$ cat config.mk
export PLATFORM = sky130hd
export DESIGN_NAME = dense_4_softmax
export DESIGN_NICKNAME = d
export VERILOG_FILES = /design/src/rtl/dense_4_softmax.sv
export SDC_FILE = /design/constraint.sdc
export NUM_CORES = 1
export LEC_CHECK = 0
export BUFFER_PORTS_ARGS = -buffer_cell sky130_fd_sc_hd__buf_2
export CORE_ASPECT_RATIO = 1.1
export CORE_MARGIN = 1
export CORE_UTILIZATION = 35
export CTS_BUF_LIST = sky130_fd_sc_hd__clkbuf_4
export CTS_CLUSTER_SIZE = 8
export DETAILED_ROUTE_END_ITERATION = 10
export SYNTH_ARGS = -nofsm -noshare
export SYNTH_HDL_FRONTEND = slang
export SYNTH_SLANG_ARGS = --single-unit
$ cat constraint.sdc
create_clock -name clk -period 13.76 [get_ports clk]
set_input_delay 0.688 -clock clk [delete_from_list [all_inputs] [get_ports clk]]
set_output_delay 0.688 -clock clk [all_outputs]
set_load 0.1 [all_outputs]
$ cat src/rtl/dense_4_softmax.sv
// rtl/dense_4_softmax.sv - iterative max-subtracted LUT softmax with argmax for 5 class logits
module dense_4_softmax #(
    parameter int N_CLASS   = 5,
    parameter int IN_W      = 16,
    parameter int IN_FRAC   = 10,
    parameter int LUT_FRAC  = 3,
    parameter int LUT_DEPTH = 64,
    parameter int EXP_W     = 10,
    parameter int OUT_W     = 8
) (
    input  logic                     clk,
    input  logic                     reset_n,
    input  logic                     in_valid,
    output logic                     in_ready,
    input  logic [N_CLASS*IN_W-1:0]  in_logits,
    output logic                     out_valid,
    input  logic                     out_ready,
    output logic [N_CLASS*OUT_W-1:0] out_prob,
    output logic [2:0]               out_class
);

    localparam int SH    = IN_FRAC - LUT_FRAC;
    localparam int SUM_W = EXP_W + 3;
    localparam int AW    = $clog2(LUT_DEPTH);
    localparam int BW    = $clog2(OUT_W);

    typedef enum logic [2:0] {
        IDLE = 3'd0,
        MAX  = 3'd1,
        EXP  = 3'd2,
        DIV  = 3'd3,
        FIN  = 3'd4,
        OUT  = 3'd5
    } state_t;

    state_t                     state;
    logic [2:0]                 cnt;
    logic [BW-1:0]              bit_cnt;
    logic signed [IN_W-1:0]     x_mem [N_CLASS];
    logic [EXP_W-1:0]           e_mem [N_CLASS];
    logic signed [IN_W-1:0]     max_val;
    logic [2:0]                 arg;
    logic [SUM_W-1:0]           sum;
    logic [SUM_W-1:0]           rem;
    logic [OUT_W-1:0]           quo;
    logic [N_CLASS*OUT_W-1:0]   prob_acc;

    // exp(-k/8) scaled by 2^10, first entry clipped to fit 10 bits
    function automatic logic [EXP_W-1:0] exp_rom(input logic [AW-1:0] k);
        logic [EXP_W-1:0] v;
        case (k)
            6'd0:  v = 10'd1023; 6'd1:  v = 10'd904;  6'd2:  v = 10'd797;  6'd3:  v = 10'd704;
            6'd4:  v = 10'd621;  6'd5:  v = 10'd548;  6'd6:  v = 10'd484;  6'd7:  v = 10'd427;
            6'd8:  v = 10'd377;  6'd9:  v = 10'd332;  6'd10: v = 10'd293;  6'd11: v = 10'd259;
            6'd12: v = 10'd228;  6'd13: v = 10'd202;  6'd14: v = 10'd178;  6'd15: v = 10'd157;
            6'd16: v = 10'd139;  6'd17: v = 10'd122;  6'd18: v = 10'd108;  6'd19: v = 10'd95;
            6'd20: v = 10'd84;   6'd21: v = 10'd74;   6'd22: v = 10'd65;   6'd23: v = 10'd58;
            6'd24: v = 10'd51;   6'd25: v = 10'd45;   6'd26: v = 10'd40;   6'd27: v = 10'd35;
            6'd28: v = 10'd31;   6'd29: v = 10'd27;   6'd30: v = 10'd24;   6'd31: v = 10'd21;
            6'd32: v = 10'd19;   6'd33: v = 10'd17;   6'd34: v = 10'd15;   6'd35: v = 10'd13;
            6'd36: v = 10'd11;   6'd37: v = 10'd10;   6'd38: v = 10'd9;    6'd39: v = 10'd8;
            6'd40: v = 10'd7;    6'd41: v = 10'd6;    6'd42: v = 10'd5;    6'd43: v = 10'd5;
            6'd44: v = 10'd4;    6'd45: v = 10'd4;    6'd46: v = 10'd3;    6'd47: v = 10'd3;
            6'd48: v = 10'd3;    6'd49: v = 10'd2;    6'd50: v = 10'd2;    6'd51: v = 10'd2;
            6'd52: v = 10'd2;    6'd53: v = 10'd1;    6'd54: v = 10'd1;    6'd55: v = 10'd1;
            6'd56: v = 10'd1;    6'd57: v = 10'd1;    6'd58: v = 10'd1;    6'd59: v = 10'd1;
            6'd60: v = 10'd1;
            default: v = 10'd0;
        endcase
        return v;
    endfunction

    // Element currently addressed by the shared counter
    logic signed [IN_W-1:0] x_cur;
    assign x_cur = x_mem[cnt];

    // Distance below the max is never negative, so one extra bit suffices
    logic [IN_W:0] diff;
    logic [IN_W:0] lut_idx;
    logic [EXP_W-1:0] e_cur;
    assign diff    = {max_val[IN_W-1], max_val} - {x_cur[IN_W-1], x_cur};
    assign lut_idx = diff >> SH;
    assign e_cur   = (lut_idx < (IN_W+1)'(LUT_DEPTH)) ? exp_rom(lut_idx[AW-1:0]) : '0;

    // One restoring-division step; starting from e==sum yields all ones, which is the saturated result
    logic [SUM_W-1:0] r_cur;
    logic [SUM_W:0]   r_shift;
    logic [SUM_W:0]   r_sub;
    logic             q_bit;
    logic [SUM_W-1:0] r_next;
    logic [OUT_W-1:0] q_next;
    assign r_cur   = (bit_cnt == '0) ? SUM_W'(e_mem[cnt]) : rem;
    assign r_shift = {r_cur, 1'b0};
    assign r_sub   = r_shift - {1'b0, sum};
    assign q_bit   = (r_shift >= {1'b0, sum});
    assign r_next  = q_bit ? r_sub[SUM_W-1:0] : r_shift[SUM_W-1:0];
    assign q_next  = {quo[OUT_W-2:0], q_bit};

    // Control FSM plus datapath registers: MAX, EXP and DIV each walk the classes in order
    always_ff @(posedge clk) begin
        if (!reset_n) begin
            state     <= IDLE;
            in_ready  <= 1'b1;
            out_valid <= 1'b0;
            out_prob  <= '0;
            out_class <= '0;
            cnt       <= '0;
            bit_cnt   <= '0;
            max_val   <= '0;
            arg       <= '0;
            sum       <= '0;
            rem       <= '0;
            quo       <= '0;
            prob_acc  <= '0;
            for (int i = 0; i < N_CLASS; i++) begin
                x_mem[i] <= '0;
                e_mem[i] <= '0;
            end
        end else begin
            case (state)
                IDLE: begin
                    if (in_valid) begin
                        for (int i = 0; i < N_CLASS; i++) begin
                            x_mem[i] <= in_logits[i*IN_W +: IN_W];
                        end
                        cnt      <= '0;
                        sum      <= '0;
                        in_ready <= 1'b0;
                        state    <= MAX;
                    end
                end
                MAX: begin
                    // strict compare keeps the lowest index on ties
                    if (cnt == '0 || x_cur > max_val) begin
                        max_val <= x_cur;
                        arg     <= cnt;
                    end
                    if (cnt == 3'(N_CLASS-1)) begin
                        cnt   <= '0;
                        state <= EXP;
                    end else begin
                        cnt <= cnt + 3'd1;
                    end
                end
                EXP: begin
                    e_mem[cnt] <= e_cur;
                    sum        <= sum + SUM_W'(e_cur);
                    if (cnt == 3'(N_CLASS-1)) begin
                        cnt     <= '0;
                        bit_cnt <= '0;
                        state   <= DIV;
                    end else begin
                        cnt <= cnt + 3'd1;
                    end
                end
                DIV: begin
                    rem <= r_next;
                    quo <= q_next;
                    if (bit_cnt == BW'(OUT_W-1)) begin
                        prob_acc[cnt*OUT_W +: OUT_W] <= q_next;
                        bit_cnt <= '0;
                        if (cnt == 3'(N_CLASS-1)) begin
                            cnt   <= '0;
                            state <= FIN;
                        end else begin
                            cnt <= cnt + 3'd1;
                        end
                    end else begin
                        bit_cnt <= bit_cnt + BW'(1);
                    end
                end
                FIN: begin
                    out_prob  <= prob_acc;
                    out_class <= arg;
                    out_valid <= 1'b1;
                    state     <= OUT;
                end
                OUT: begin
                    if (out_ready) begin
                        out_valid <= 1'b0;
                        in_ready  <= 1'b1;
                        state     <= IDLE;
                    end
                end
                default: begin
                    state     <= IDLE;
                    in_ready  <= 1'b1;
                    out_valid <= 1'b0;
                end
            endcase
        end
    end

endmodule

## Yosys cells after proc, flatten, opt, wreduce, memory -nomap -nowiden

Memories as Yosys holds them, arrays and structs flattened. A register that Yosys moved wholly into a read port is not among the register bits.
Index checks and enable logic that the tools add are counted.

| word-level totals | value |
|---|---|
| bits in read-only memories | 640 |
| bits in latches | 0 |
| logic and storage cells | 111 |
| register bits after elaboration | 146 |
| output and inout port bits | 45 |
| memory bits (writable) | 130 |
| memories | 3 |
| input bits | 84 |

| operators by class | value |
|---|---|
| reduce and logical (&&, ||, !) cells | 19 |
| mux-type cells | 45 |
| multipliers | 0 |
| add/subtract/negate cells | 6 |
| bitwise operators | 7 |
| div/mod/pow operators | 0 |
| eq/ne operators | 13 |
| shifts and indexed selects | 2 |
| magnitude comparators | 3 |

Memory list:

| name | depth | width | read ports | clocked after Yosys merged registers in | wr ports | RTL line | source |
|---|---|---|---|---|---|---|---|
| (name not given) | 64 | 10 | 1 | 0 | 0 | 51 | `case (k)` |
| x_mem | 5 | 16 | 1 | 1 | 5 | 39 | `logic signed [IN_W-1:0] x_mem [N_CLASS];` |
| e_mem | 5 | 10 | 1 | 1 | 5 | 40 | `logic [EXP_W-1:0] e_mem [N_CLASS];` |

Operators by type and width:

| kind | count |
|---|---|
| $mux W16 | 5 |
| $mux W3 | 16 |
| $bwmux W40 | 1 |
| $shift A8 B34 Y40 const A | 1 |
| $shiftx A8 B34 Y40 | 1 |
| $mux W13 | 3 |
| $neg A6 Y34 | 1 |
| $pmux W13 S2 | 1 |
| $mux W10 | 2 |
| $pmux W3 S6 | 1 |
| $sub A16 B16 Y17 | 1 |
| $gt A16 B16 Y1 | 1 |
| $ge A14 B13 Y1 | 1 |
| $add A13 B10 Y13 | 1 |
| $sub A13 B13 Y13 | 1 |
| $eq A3 B3 Y1 const B | 4 |
| $mux W1 | 12 |
| $ne A2 B2 Y1 const B | 6 |
| $lt A10 B7 Y1 const B | 1 |
| $reduce_and A2 Y1 | 5 |
| $reduce_or A10 Y1 | 1 |
| $logic_not A3 Y1 | 3 |
| $pmux W3 S3 | 1 |
| $reduce_or A4 Y1 | 2 |
| 13 further kinds | 23 |

## Longest topological paths before layout

| depth | value |
|---|---|
| word-level depth | 6 |
| gate-level depth with buffers | 31 |
| gate-level depth less buffers | 28 |

## Worst setup path before layout

No wires, ideal clock.

| timing | value |
|---|---|
| path kind | flip-flop to flip-flop |
| start | register (tool-made name) |
| end | register sum[9] |
| stages on the path, launching flop included | 30 |
| data arrival time | 6.440 ns |
| required time | 13.548 ns |
| buffers on the path | 5 |
| setup time | 0.212 ns |
| path slack | 7.108 ns |
| period minus slack after synthesis | 6.652 ns |
| cell sequence | dfxtp_1 > buf_2 > buf_2 > buf_2 > mux4_2 > mux2i_1 > ha_1 > a21oi_1 > o21ai_0 > a31o_2 > a211oi_1 > or2_1 > buf_2 > inv_4 > buf_4 > ha_1 > o31ai_1 > a21oi_1 > a211o_1 > nor2_1 > ha_1 > a21o_1 > a21o_1 > a21o_1 > a21o_1 > a21oi_1 > o21ai_0 > a21oi_1 > xor2_1 > o32ai_1 |

RTL lines:

| item | RTL line | source |
|---|---|---|
| end signal: assignment | 147 | `sum <= sum + SUM_W'(e_cur);` |
| end: declaration | 43 | `logic [SUM_W-1:0] sum;` |

==> impl_metrics.csv <==
group,metric,value,unit
detailed_routing,drt_wl_total,35500,um
synthesis,syn_inst,1469,
final_layout,fillers,4264,
final_layout,area_growth,14.8,%
power_and_ir_drop,power.density,246,nW/um^2
synthesis,synth_edf_count,160,
grt,overflow,0,
sta,min_period,7300,ps
detailed_routing,first_pass_iters,5,
hold_path,hold_start,"in_logits[62]",
hold_path,holdPathStages,2,
sta,slew_viol_final,0,
die,initial_utilization,0.357,
clock_network,cts_resized,0,
critical_path,critical_path.max_fanout,38,
synthesis,synth_fp_nets,1613,
final_layout,drive_above_1_share,0.211,
sta,clock_skew,63.6,ps
place,port_buffers,128,
clock_network,clk_path_buf_depth,3,
synthesis,synth.distinct_cells,82,
detailed_routing,ant_nets,0,
grt,grt_max_degree,108,
sta,relSlewSlack,0.278,
clock_network,h-tree-depth,3,
detailed_routing,wl_met1,16100,um
sta,hold-worst-slack,268,ps
synthesis,synth_top_family_by_area,"simple AND/OR/NAND/NOR gates",
die,fp.dieArea,44200,um^2
sta,tightest_slew,1080,ps
place,gp_congestion,0.820,
synthesis,synth-seq-area-share,0.513,
critical_path,reg2reg_depth,25,
sta,hold_viol,0,
final_layout,multi_input_area,6920,um^2
die,pin_count,129,
critical_path,cp.arrival,7890,ps
synthesis,synth-compound-area-share,0.130,
grt,gr-usage-all-layers,0.160,
grt,grt_pass1_vias,11400,
clock_network,clkTransAtPathRegs,70,ps
clock_network,numCtsBuffers,83,
hold_path,hold_class,"primary input to register",
synthesis,ys.flop_type,"edfxtp_1",
sta,final.setup.tns,0,ps
critical_path,critPathCaptureType,"register",
critical_path,rrSetupSlack,6460,ps
critical_path,slowest_stage,"buf_4",
die,die_height,220,um
die,core_area,42500,um^2
run_status,status,"completed",
synthesis,postSynth.asyncResetShare,0,
clock_network,clock-sinks,309,
clock_network,tritoncts,"built",
final_layout,nNetsFinal,1753,
clock_network,hold_buffers,0,
final_layout,regArea,7790,um^2
synthesis,synth_xor_area_frac,0.0153,
synthesis,ys_ff_latch,309,
power_and_ir_drop,power_leakage,0.00687,uW
critical_path,cp.depth,25,
critical_path,worstPathRequired,14360,ps
critical_path,startpoint_type,"register",
detailed_routing,drc,0,
clock_network,clkLatencyLatePin,750,ps
critical_path,critical_path.top_delay_family,"compound AO/OA/AOI/OAI gates",
synthesis,syn_area_per_cell,10.3,um^2
detailed_routing,wl_met3,1860,um
place,dp_hpwl,25100,um
grt,grt_pass1_wl,57400,um
critical_path,critPathMaxStageDelay,590,ps
detailed_routing,drtIter0Drc,606,
critical_path,r2r_end,"sum[9]",
detailed_routing,vias,11400,
detailed_routing,avgViaCountPerCell,5.10,
detailed_routing,met2_length,16700,um
critical_path,critPathBufInv,2,
die,row_count,79,
synthesis,synth-adder-area-share,0.0504,
synthesis,yosys_warnings,0,
hold_path,min_delay_worst_endpoint,"x_mem[3][14]",
synthesis,syn_area,15200,um^2
critical_path,crit_type,"register to register",
grt,antenna_found_initial,2,
job,maxCapViolCount,0,
synthesis,synth-simple-area-share,0.170,
sta,fmax,137,MHz
synthesis,synth_mux_area_frac,0.0871,
power_and_ir_drop,ir_drop,0.171,mV
die,die_w,201,um
sta,finalSetupViolCount,0,
detailed_routing,avgRoutedWirePerCell,15.8,um
sta,post-route-period-util,0.530,
sta,rsz0062_at_grt,"no",
clock_network,postCtsSetupBuffers,0,
detailed_routing,routed.top_layer,"met4",
clock_network,cts-root-buf,"clkbuf_4",
## worst register-to-register path: stages (launching register included)
cell and delay, ps:
dfxtp_2 310, buf_4 590, mux4_2 600, mux2i_1 180, ha_1 310, a21oi_1 250, o21ai_0 270, a31o_2 310
a211oi_1 330, or2_1 590, inv_4 220, ha_1 330, o31ai_1 240, a21oi_1 60, a211o_1 370, nor2_1 350
ha_1 310, a21o_1 160, a21o_1 200, a21o_1 180, a21o_1 190, a21oi_1 190, o21ai_0 160, a21oi_1 210
xor2_1 170, o32ai_1 100
## metrics by stage
stage               worst slack (ps)  total power, uW   util  cell area [um^2]  instances
detailed placement              6400             3480  0.385             16300       2091
CTS                             6390             4330  0.410             17400       2240
global placement                6530             3450  0.385             16300       2091
global route                    5810             4640  0.410             17400       2243
finish                          6460             4300  0.410             17400       2243
floorplan                       7110             2950      -             15200       1469
## state kept, by name, summed over array words and instances (netlist names), 3 cells and up, named ones only
name and cells:
max_val 16, x_mem 80, prob_acc 40, e_mem 80, arg 3, cnt 3
out_class 3, out_prob 40, sum 13, state 3, bit_cnt 3, rem 13
quo 7
## area by class of cell
class,count,area share
repair buffers,145,0.0440
inverters,42,0.00933
multi-input cells,1028,0.397
diodes,3,0.000430
flip-flops and latches,309,0.447
well taps,567,0.0407
clock buffers,116,0.0499
clock inverters,33,0.0123
## Yosys cell counts, drive strengths merged, types with 25 or more instances
cell type  instances  area, um^2
clkbuf            75         282
mux4              36         811
nor2             135         509
nand2            194         728
a21oi            125         641
nand3             42         210
dfxtp            149        2980
ha                58         726
edfxtp           160        4800
and3              89         562
inv               42         160
a211oi            25         208
o21ai             60         300
mux2i             49         490
## worst max path at each step
stage | to | slack [ps]
finish | sum[9] | 6460
global route | sum[9] | 5810
CTS | sum[9] | 6390
detailed placement | sum[9] | 6400
global placement | sum[9] | 6530
floorplan | sum[9] | 7110
## cell families after synthesis
kind of cell | count (synthesis)
XOR/XNOR | 24
multiplexers | 87
adder cells (fa/ha/maj) | 60
AO/OA/AOI/OAI | 307
buffers and inverters | 132
AND/OR/NAND/NOR | 550
flip-flops | 309
## cell usage in the layout (no fill, tap or decap), types with 16 or more instances in the layout
master	count
and3_1	88
nor2_1	134
mux2i_1	49
clkbuf_4	116
mux4_2	36
buf_2	128
ha_1	58
dfxtp_1	146
a21oi_1	123
a211oi_1	21
buf_4	17
nand2_1	193
a21o_1	16
clkinv_1	24
nand3_1	42
o21ai_0	57
edfxtp_1	160
nor3_1	18
inv_1	39
## report_power, final
part	leakage, uW	total [uW]	switching (uW)	internal (uW)
clock network	0.000634	832	385	447
registers	0.00288	1150	48.6	1100
logic	0.00336	2310	1490	825
## metal layers
metal	track usage	vias up
li1	-	5672
met1	0.202	5417
met2	0.270	292
met3	0.0331	68
met4	0.0613	0
met5	0	-
Power figures use the tool's default switching activity.
